==> src/rtl/fetch_pkg.sv <==
// fetch_pkg: shared definitions for the instruction-fetch front end.
//   - fetch_state_e : fetch FSM states (IDLE, WAIT, DROP)
//   - INST_W        : instruction word width
//   - PC_STEP       : byte distance between consecutive fetches
package fetch_pkg;

  localparam int INST_W  = 32;
  localparam int PC_STEP = 4;

  typedef enum logic [1:0] {
    IDLE = 2'd0,  // no request outstanding
    WAIT = 2'd1,  // request outstanding, response will be kept
    DROP = 2'd2   // request outstanding, response will be discarded
  } fetch_state_e;

endpackage

==> src/rtl/fetch_fifo.sv <==
// fetch_fifo: synchronous prefetch FIFO with a read-first head output.
// Ports:
//   clk, reset      clock; synchronous active-low reset
//   push, wr_data   enqueue one entry (ignored when full)
//   pop             dequeue the head entry (ignored when empty)
//   flush           synchronous flush; empties the FIFO, wins over push/pop
//   rd_data         current head entry (don't-care when empty)
//   full, empty     occupancy flags
//   count           number of stored entries (0..DEPTH)
module fetch_fifo #(
  parameter int WIDTH = 64,
  parameter int DEPTH = 4
) (
  input  logic                       clk,
  input  logic                       reset,
  input  logic                       push,
  input  logic                       pop,
  input  logic                       flush,
  input  logic [WIDTH-1:0]           wr_data,
  output logic [WIDTH-1:0]           rd_data,
  output logic                       full,
  output logic                       empty,
  output logic [$clog2(DEPTH):0]     count
);

  localparam int PTR_W = $clog2(DEPTH);
  localparam int CNT_W = PTR_W + 1;
  localparam logic [PTR_W-1:0] PTR_ONE  = PTR_W'(1);
  localparam logic [CNT_W-1:0] CNT_ONE  = CNT_W'(1);
  localparam logic [CNT_W-1:0] CNT_FULL = CNT_W'(DEPTH);

  logic [WIDTH-1:0] mem_r [DEPTH];
  logic [PTR_W-1:0] wr_ptr_r;
  logic [PTR_W-1:0] rd_ptr_r;
  logic [CNT_W-1:0] count_r;
  logic             push_ok_s;
  logic             pop_ok_s;

  assign full    = (count_r == CNT_FULL);
  assign empty   = (count_r == '0);
  assign count   = count_r;
  assign rd_data = mem_r[rd_ptr_r];

  // Qualify push/pop against the occupancy flags.
  always_comb begin
    push_ok_s = push && !full;
    pop_ok_s  = pop && !empty;
  end

  // Storage, pointers and occupancy; power-of-two depth lets pointers wrap naturally.
  always_ff @(posedge clk) begin
    if (!reset) begin
      wr_ptr_r <= '0;
      rd_ptr_r <= '0;
      count_r  <= '0;
      for (int i = 0; i < DEPTH; i++) begin
        mem_r[i] <= '0;
      end
    end else if (flush) begin
      wr_ptr_r <= '0;
      rd_ptr_r <= '0;
      count_r  <= '0;
    end else begin
      if (push_ok_s) begin
        mem_r[wr_ptr_r] <= wr_data;
        wr_ptr_r        <= wr_ptr_r + PTR_ONE;
      end
      if (pop_ok_s) begin
        rd_ptr_r <= rd_ptr_r + PTR_ONE;
      end
      case ({push_ok_s, pop_ok_s})
        2'b10:   count_r <= count_r + CNT_ONE;
        2'b01:   count_r <= count_r - CNT_ONE;
        default: count_r <= count_r;
      endcase
    end
  end

endmodule

==> src/rtl/inst_fetch_unit.sv <==
// inst_fetch_unit: instruction-fetch front end. Issues one outstanding
// request at a time to instruction memory, buffers responses in a prefetch
// FIFO and hands them to decode over valid/ready. A redirect flushes the
// FIFO, restarts fetch at the new address and drops any in-flight response.
// Ports:
//   clk, reset              clock; synchronous active-low reset
//   imem_req, imem_addr     registered fetch request, held until imem_ack
//   imem_ack, imem_data     memory response (may arrive in the request cycle)
//   inst_valid, inst_out,   FIFO head: instruction word and its fetch address
//   inst_pc
//   inst_ready              decode accepts the head entry
//   redirect, redirect_pc   one-cycle restart pulse and target (bits [1:0] ignored)
module inst_fetch_unit
  import fetch_pkg::*;
#(
  parameter int                ADDR_W   = 32,
  parameter int                DEPTH    = 4,
  parameter logic [ADDR_W-1:0] RESET_PC = '0
) (
  input  logic              clk,
  input  logic              reset,
  output logic              imem_req,
  output logic [ADDR_W-1:0] imem_addr,
  input  logic              imem_ack,
  input  logic [INST_W-1:0] imem_data,
  output logic              inst_valid,
  output logic [INST_W-1:0] inst_out,
  output logic [ADDR_W-1:0] inst_pc,
  input  logic              inst_ready,
  input  logic              redirect,
  input  logic [ADDR_W-1:0] redirect_pc
);

  localparam int                CNT_W      = $clog2(DEPTH) + 1;
  localparam logic [CNT_W-1:0]  DEPTH_C    = CNT_W'(DEPTH);
  localparam logic [ADDR_W-1:0] ALIGN_MASK = ~(ADDR_W'(3));
  localparam logic [ADDR_W-1:0] PC_INC     = ADDR_W'(PC_STEP);
  localparam logic [ADDR_W-1:0] START_PC   = RESET_PC & ALIGN_MASK;

  fetch_state_e             state_r;
  fetch_state_e             state_nxt_s;
  logic [ADDR_W-1:0]        fetch_pc_r;
  logic                     imem_req_r;
  logic [ADDR_W-1:0]        imem_addr_r;

  logic                     issue_s;
  logic                     push_s;
  logic                     pop_s;
  logic                     req_clr_s;
  logic                     fifo_full_s;
  logic                     fifo_empty_s;
  logic [CNT_W-1:0]         fifo_count_s;
  logic [ADDR_W+INST_W-1:0] fifo_head_s;

  assign imem_req   = imem_req_r;
  assign imem_addr  = imem_addr_r;
  assign inst_valid = !fifo_empty_s;
  assign inst_out   = fifo_head_s[INST_W-1:0];
  assign inst_pc    = fifo_head_s[INST_W +: ADDR_W];
  assign pop_s      = inst_valid && inst_ready;

  // FSM state register.
  always_ff @(posedge clk) begin
    if (!reset) begin
      state_r <= IDLE;
    end else begin
      state_r <= state_nxt_s;
    end
  end

  // FSM next-state logic; a redirect overrides the normal transition.
  always_comb begin
    state_nxt_s = state_r;
    case (state_r)
      IDLE: begin
        if (redirect) begin
          state_nxt_s = IDLE;
        end else if (fifo_count_s < DEPTH_C) begin
          state_nxt_s = WAIT;
        end else begin
          state_nxt_s = IDLE;
        end
      end
      WAIT: begin
        if (imem_ack) begin
          state_nxt_s = IDLE;
        end else if (redirect) begin
          state_nxt_s = DROP;
        end else begin
          state_nxt_s = WAIT;
        end
      end
      DROP: begin
        if (imem_ack) begin
          state_nxt_s = IDLE;
        end else begin
          state_nxt_s = DROP;
        end
      end
      default: begin
        state_nxt_s = IDLE;
      end
    endcase
  end

  // FSM outputs: issue decision, FIFO push and request retirement.
  // The issue decision uses the registered count, so a same-cycle dequeue
  // only frees a slot for the following cycle.
  always_comb begin
    issue_s   = 1'b0;
    push_s    = 1'b0;
    req_clr_s = 1'b0;
    case (state_r)
      IDLE: begin
        issue_s = !redirect && (fifo_count_s < DEPTH_C);
      end
      WAIT: begin
        push_s    = imem_ack && !redirect && !fifo_full_s;
        req_clr_s = imem_ack;
      end
      DROP: begin
        req_clr_s = imem_ack;
      end
      default: begin
        issue_s = 1'b0;
      end
    endcase
  end

  // Fetch PC and registered memory request/address.
  // imem_addr is captured separately from fetch_pc so it stays stable while
  // a dropped request is still outstanding after a redirect.
  always_ff @(posedge clk) begin
    if (!reset) begin
      fetch_pc_r  <= START_PC;
      imem_req_r  <= 1'b0;
      imem_addr_r <= START_PC;
    end else begin
      if (redirect) begin
        fetch_pc_r <= redirect_pc & ALIGN_MASK;
      end else if (push_s) begin
        fetch_pc_r <= fetch_pc_r + PC_INC;
      end else begin
        fetch_pc_r <= fetch_pc_r;
      end

      if (issue_s) begin
        imem_req_r  <= 1'b1;
        imem_addr_r <= fetch_pc_r;
      end else if (req_clr_s) begin
        imem_req_r  <= 1'b0;
        imem_addr_r <= imem_addr_r;
      end else begin
        imem_req_r  <= imem_req_r;
        imem_addr_r <= imem_addr_r;
      end
    end
  end

  fetch_fifo #(
    .WIDTH (ADDR_W + INST_W),
    .DEPTH (DEPTH)
  ) u_fifo (
    .clk     (clk),
    .reset   (reset),
    .push    (push_s),
    .pop     (pop_s),
    .flush   (redirect),
    .wr_data ({imem_addr_r, imem_data}),
    .rd_data (fifo_head_s),
    .full    (fifo_full_s),
    .empty   (fifo_empty_s),
    .count   (fifo_count_s)
  );

endmodule

==> config.mk <==
export PLATFORM = sky130hd
export DESIGN_NAME = inst_fetch_unit
export DESIGN_NICKNAME = d
export VERILOG_FILES = /design/src/rtl/fetch_pkg.sv /design/src/rtl/fetch_fifo.sv /design/src/rtl/inst_fetch_unit.sv
export SDC_FILE = /design/constraint.sdc
export NUM_CORES = 1
export LEC_CHECK = 0
export CAP_MARGIN = 25
export CELL_PAD_IN_SITES_DETAIL_PLACEMENT = 1
export CELL_PAD_IN_SITES_GLOBAL_PLACEMENT = 1
export CORE_MARGIN = 4
export CORE_UTILIZATION = 27
export CTS_CLUSTER_DIAMETER = 150
export DETAILED_ROUTE_END_ITERATION = 10
export PLACE_DENSITY_LB_ADDON = 0.1
export SYNTH_ARGS = -nofsm -noshare
export SYNTH_HDL_FRONTEND = slang
export SYNTH_HIERARCHICAL = 1
export SYNTH_SLANG_ARGS = --single-unit
==> constraint.sdc <==
create_clock -name clk -period 21 [get_ports clk]
set_input_delay 2.1 -clock clk [delete_from_list [all_inputs] [get_ports clk]]
set_output_delay 2.1 -clock clk [all_outputs]
set_load 0.02 [all_outputs]
; ---- Word level (Yosys, flattened, before mapping)
; Memories as Yosys holds them, arrays and structs flattened. A register that Yosys moved wholly into a read port is not among the register bits.
; Index checks and enable logic that the tools add are counted.
[totals]
latch_bits = 0
regBits = 74
romBits = 0
mem_count = 1
output_inout_bits = 98
ramBits = 256
[op_classes]
n_addsub = 5
muxes = 24
n_eq_ne = 5
mul = 0
n_div = 0
order_cmp = 1
shifts = 0
n_bitwise = 1
n_reduce_logical = 17
[memory_table]
columns = name, depth, width, read_ports, rd_clocked_by_memory_dff, wr, line_no
row1 = u_fifo.mem_r, 4, 64, 1, 1, 4, fetch_fifo.sv:32  ; logic [WIDTH-1:0] mem_r [DEPTH];
[ops]
columns = operator, n
row1 = $mux 32, 2
row2 = $mux 64, 1
row3 = $reduce_or 64->1, 1
row4 = $add 32x3->32 const B, 1
row5 = $mux 1, 13
row6 = $mux 2, 6
row7 = $logic_and 1x1->1, 6
row8 = $pmux 2 s3, 1
row9 = $pmux 3 s2, 1
row10 = $reduce_bool 2->1, 3
row11 = $add 2x1->2 const B, 2
row12 = $eq 2x1->1 const B, 2
row13 = $eq 2x2->1 const B, 2
row14 = $reduce_or 2->1, 2
row15 = $add 3x1->3 const B, 1
row16 = $eq 3x3->1 const B, 1
row17 = $logic_not 1->1, 3
row18 = $logic_not 3->1, 1
row19 = $lt 3x3->1 const B, 1
row20 = $sub 3x1->3 const B, 1
row21 = $logic_not 2->1, 1
row22 = $not 1->1, 1

; ---- Logic depth before layout (Yosys ltp)
[logic_depth]
ltp_word = 11
mapped_depth = 13
mapped_depth_nobuf = 11

; ---- By module
; Netlist, hierarchy kept.
[by_module_without_submodules]
columns = mod, cells_each, area_per_inst_um2, instances
row1 = fetch_fifo, 672, 11469.8, 1
row2 = inst_fetch_unit, 392, 3076.7, 1

; ---- Worst setup path after synthesis
; No wires, ideal clock.
[synth_timing]
path_type = input to register
from = input port imem_ack
to = memory u_fifo.mem_r[3][0], enable pin
setup_ns = 0.582
arrival_time_ns = 7.729
required_ns = 20.418
n_path_buf = 2
path_slack_ns = 12.689
cell_stages = 6
cell_sequence = nand3b_1 clkbuf_1 buf_1 nor2_1 nand2b_1 o31ai_1
[synth_lines]
columns = item, line_no
row1 = from (decl), inst_fetch_unit.sv:24  ; input logic imem_ack,
row2 = to (decl), fetch_fifo.sv:32

==> summary.md <==
The die is 240 um wide. The detailed-placement wirelength estimate is 24500 um, and the number of inserted filler cells in the final layout is 5637. The run gives 3.60% as the global-route track usage on met3. For this design, the sink count on the clock tree is 328. Hold repair after CTS inserted 0 buffers. Entering global routing, the biggest net connects 65 pins. The global routing stage identified its most utilized layer as met2. In this run the worst hold path is classified as reg -> reg.

The tools report the total count of max-transition violations in the final report as 0. For this run, the top clock speed supported by timing is 0.185 GHz. The run gives 0.475 ns as the worst hold slack. Sequential elements use 62.8% of the synthesized area. The number of antenna violations at the first check in global routing was 0. The run gives 18.90 ns as the required time of the worst setup path. The number of global-route vias before repair is 9868. The setup fix buffers added after clock tree synthesis was 0; the total track usage was 14.3%. The worst setup path is captured at an output port. For this design the static power due to leakage is 6.22 nW. The portion of synthesized area spent on multiplexers is 10.1%.

The tools report the CTS root buffer as clkbuf_16. The worst hold path terminates at imem_req. The final cell area excluding filler cells is 18200 um^2. Detailed routing inserted a total of 9002 vias. Number of vias per cell after detailed routing: 4.63. The logs give 0.0459 mV for the peak ir drop on the vdd network and 3 for the number of buffers between clock root and the deepest sink. Summing the areas of all fa, ha and maj instances in the mapped netlist gives 0.654% of the synthesized area. The number of buffers and inverters on the critical path was 2. The arrival time at the worst endpoint was 3.32 ns.

The area added between synthesis and finish was 25.0%. The worst pin sits at a relative slew slack of 32.6%. The placed instances occupy a cell area of 16900 um^2. The run gives 0.714 as the weighted congestion reported at the end of routability-driven placement. The tools report the final-stage net count as 1303.

The highest net fanout along the worst path came out at 33. In the final layout, the multi-input gates occupy 5050 um^2. For the reg2reg setup slack, the log shows 17.72 ns.

Height of the chip: 240 um. The first global-routing pass estimated 62500 um of wire. The tools report the beginning of the worst hold path as imem_req. Startpoint of the lowest-slack register-to-register path: u_fifo/count[0]. The routed design has 41400 um of wire. The worst clock skew came out at 0.0126 ns. Input and output buffers added on the ports amount to 162.

The cell count after synthesis was 1064; the floorplan core area was 53000 um^2. TritonCTS built the clock tree. The critical path is of the reg -> out type. The run gives 4 as the first-pass detailed-route iteration total. Among cell families on the critical path, the largest total delay comes from buffers and inverters. Global routing finished with a remaining overflow of 0. The number of enable flip-flop cells after synthesis works out to 256. The total power per unit cell area is 82.9 nW/um^2, and the post-synthesis sequential element count is 328.

The max-cap check violation count was 0; the count of pins on the block boundary was 167. The leading cell type in the layout, fill and taps excluded is and2_1. Before CTS, the worst setup slack after placement is 15.50 ns. The post-synthesis compound-gate area fraction was 4.14%.

The async set or reset register ratio after synthesis was 0%; the delay of the slowest cell on the worst path was 0.82 ns. The number of cell instances on the worst register-to-register path was 7. After synthesis, the largest family of logic cells by area is simple AND/OR/NAND/NOR gates.

Summing the areas of all and, or, nand and nor instances in the mapped netlist gives 18.3% of the synthesized area. For the pin with the worst max-slew slack, the measured transition is 1.01 ns. The clock transition at the registers of the reported paths was 0.06 ns; the final setup TNS was 0 ns. Final period utilization: 25.8%. Leaving out fill and tap cells, the most frequent cells in the layout are and2_1, edfxtp_1, clkdlybuf4s50_1. The met1 usage in global routing was 18.3%; the number of cells on the worst hold path was 2. The destination of the worst register-to-register timing path was u_fifo/mem_r[3][4]. For the total inserted antenna cells, the log shows 0.

The number of gates resized after CTS was 0. For this run, the number of Yosys warnings is 6. Setup repair after global routing left no endpoint under its margin.

A synthesized cell averages 13.7 um^2. Among all flip-flop cells after synthesis, the most frequent one is edfxtp_1. The synthesized netlist devotes 0.783% of its cell area to XOR and XNOR gates. The initial utilization of the core area, before any placement, comes to 27.5%. The tools report the number of DRC markers after the initial detailed-route iteration as 413. The number of different library cells used by synthesis comes to 55. Traced cell by cell, the critical path runs through buf_4, mux4_2, clkdlybuf4s50_1. Global routing consumed, on the met2 layer, 24.7% of the routing resources. The run finished with clean final reports. The routed design could run at a clock period as short as 5.42 ns. The detail route stage leaves a number of antenna-violating nets equal to 0. The initialized floorplan defines 84 standard-cell rows. The sequential cells in the finished layout cover a total of 9140 um^2. In the final layout, the share of cells above drive strength 1 is 12.5%. The floorplan die area is 57700 um^2.

Highest-delay cell along the critical path: dfxtp_4. Setup violations remaining at the end of the flow were counted as 0. The final hold violation count is 0. The total number of H-tree levels was 2; the final worst slack was 15.58 ns. The startpoint class of the critical path was a register. The detail-routed net length per standard cell was 21.3 um; the total clock buffers created by CTS was 41. For the combined area of all synthesized cells, the log shows 14500 um^2.

For the number of remaining DRC errors, the log shows 0. The worst-skew pair later-pin latency is 0.55 ns.
-- flip-flops by register name, indices dropped and copies added, names as in the netlist, named ones only --
| name | flops |
|---|---|
| fetch_pc_r | 30 |
| imem_addr | 30 |
| u_fifo/wr_ptr_r | 2 |
| u_fifo/rd_ptr_r | 2 |
| imem_req | 1 |
| state_r | 2 |
| u_fifo/mem_r | 256 |
| u_fifo/count | 3 |
-- layout make-up --
type / count / area share (%)
inverter: 15 / 0.310
clock inverter: 11 / 0.578
tap: 688 / 4.73
clock buffer: 60 / 6.49
timing repair buffer: 182 / 9.85
sequential: 328 / 50.3
multi-input combinational: 659 / 27.8
-- power breakdown --
part           internal (mW)  total [mW]  switching [mW]
logic                 0.0394      0.0900          0.0506
registers              0.722       0.738          0.0155
clock network          0.412       0.680           0.269
total                   1.17        1.51           0.335
-- worst reg2reg max path: stages, from the launching register on --
cell      delay, ns
dfxtp_1        0.46
nor3b_4        0.16
nand3b_1       0.22
nor2_1         0.25
nand2b_1       0.17
o31ai_4        0.54
buf_4          0.49
buf_4          0.60
-- cells by family (layout without fill, tap and decap cells) --
group                      after synthesis  count (layout)
adders and majority gates                7               7
and+or+nand+nor                        458             458
muxes                                   67              67
AOI/OAI and AO/OA                      104             104
other                                    1              10
xor gates and xnor gates                13              13
buffers and inverters                   86             268
DFF                                    328             328
-- metal layers --
metal  wire length (um)  vias to the layer above
met5                  0                        -
met4                632                        0
met3               1900                       46
met2              20400                      160
met1              18500                     4580
li1                   -                     4216
-- cell usage after synthesis (all sizes together) (14+ instances only) --
| library cell | instances | area share (%) |
|---|---|---|
| inv | 15 | 0.39 |
| and2 | 261 | 11 |
| nand4 | 15 | 0.69 |
| mux4 | 64 | 9.9 |
| nand3 | 14 | 0.48 |
| nand2 | 77 | 2.0 |
| clkbuf | 37 | 1.2 |
| dfxtp | 72 | 9.9 |
| nor2 | 25 | 0.66 |
| o21ai | 26 | 0.89 |
| a21oi | 47 | 1.6 |
| edfxtp | 256 | 53 |
| buf | 33 | 1.6 |
| or3 | 14 | 0.61 |
-- stage by stage --
step	power (mW)	util (%)	cells
final	1.51	34.3	1943
after global routing	1.57	34.3	1943
after CTS	1.54	34.3	1942
after detailed placement	0.844	31.8	1871
after global placement	0.843	31.8	1871
after floorplan	0.791	-	1073
-- worst max path at each step --
stage                     endpoint  depth (start not counted)
6_report               inst_out[2]                          3
5_1_grt                inst_pc[25]                          3
4_1_cts                inst_pc[25]                          3
3_5_place_dp    u_fifo/mem_r[3][5]                          7
3_3_place_gp   u_fifo/mem_r[3][27]                          7
2_1_floorplan   u_fifo/mem_r[3][0]                          6
Power figures use the tool's default switching activity.
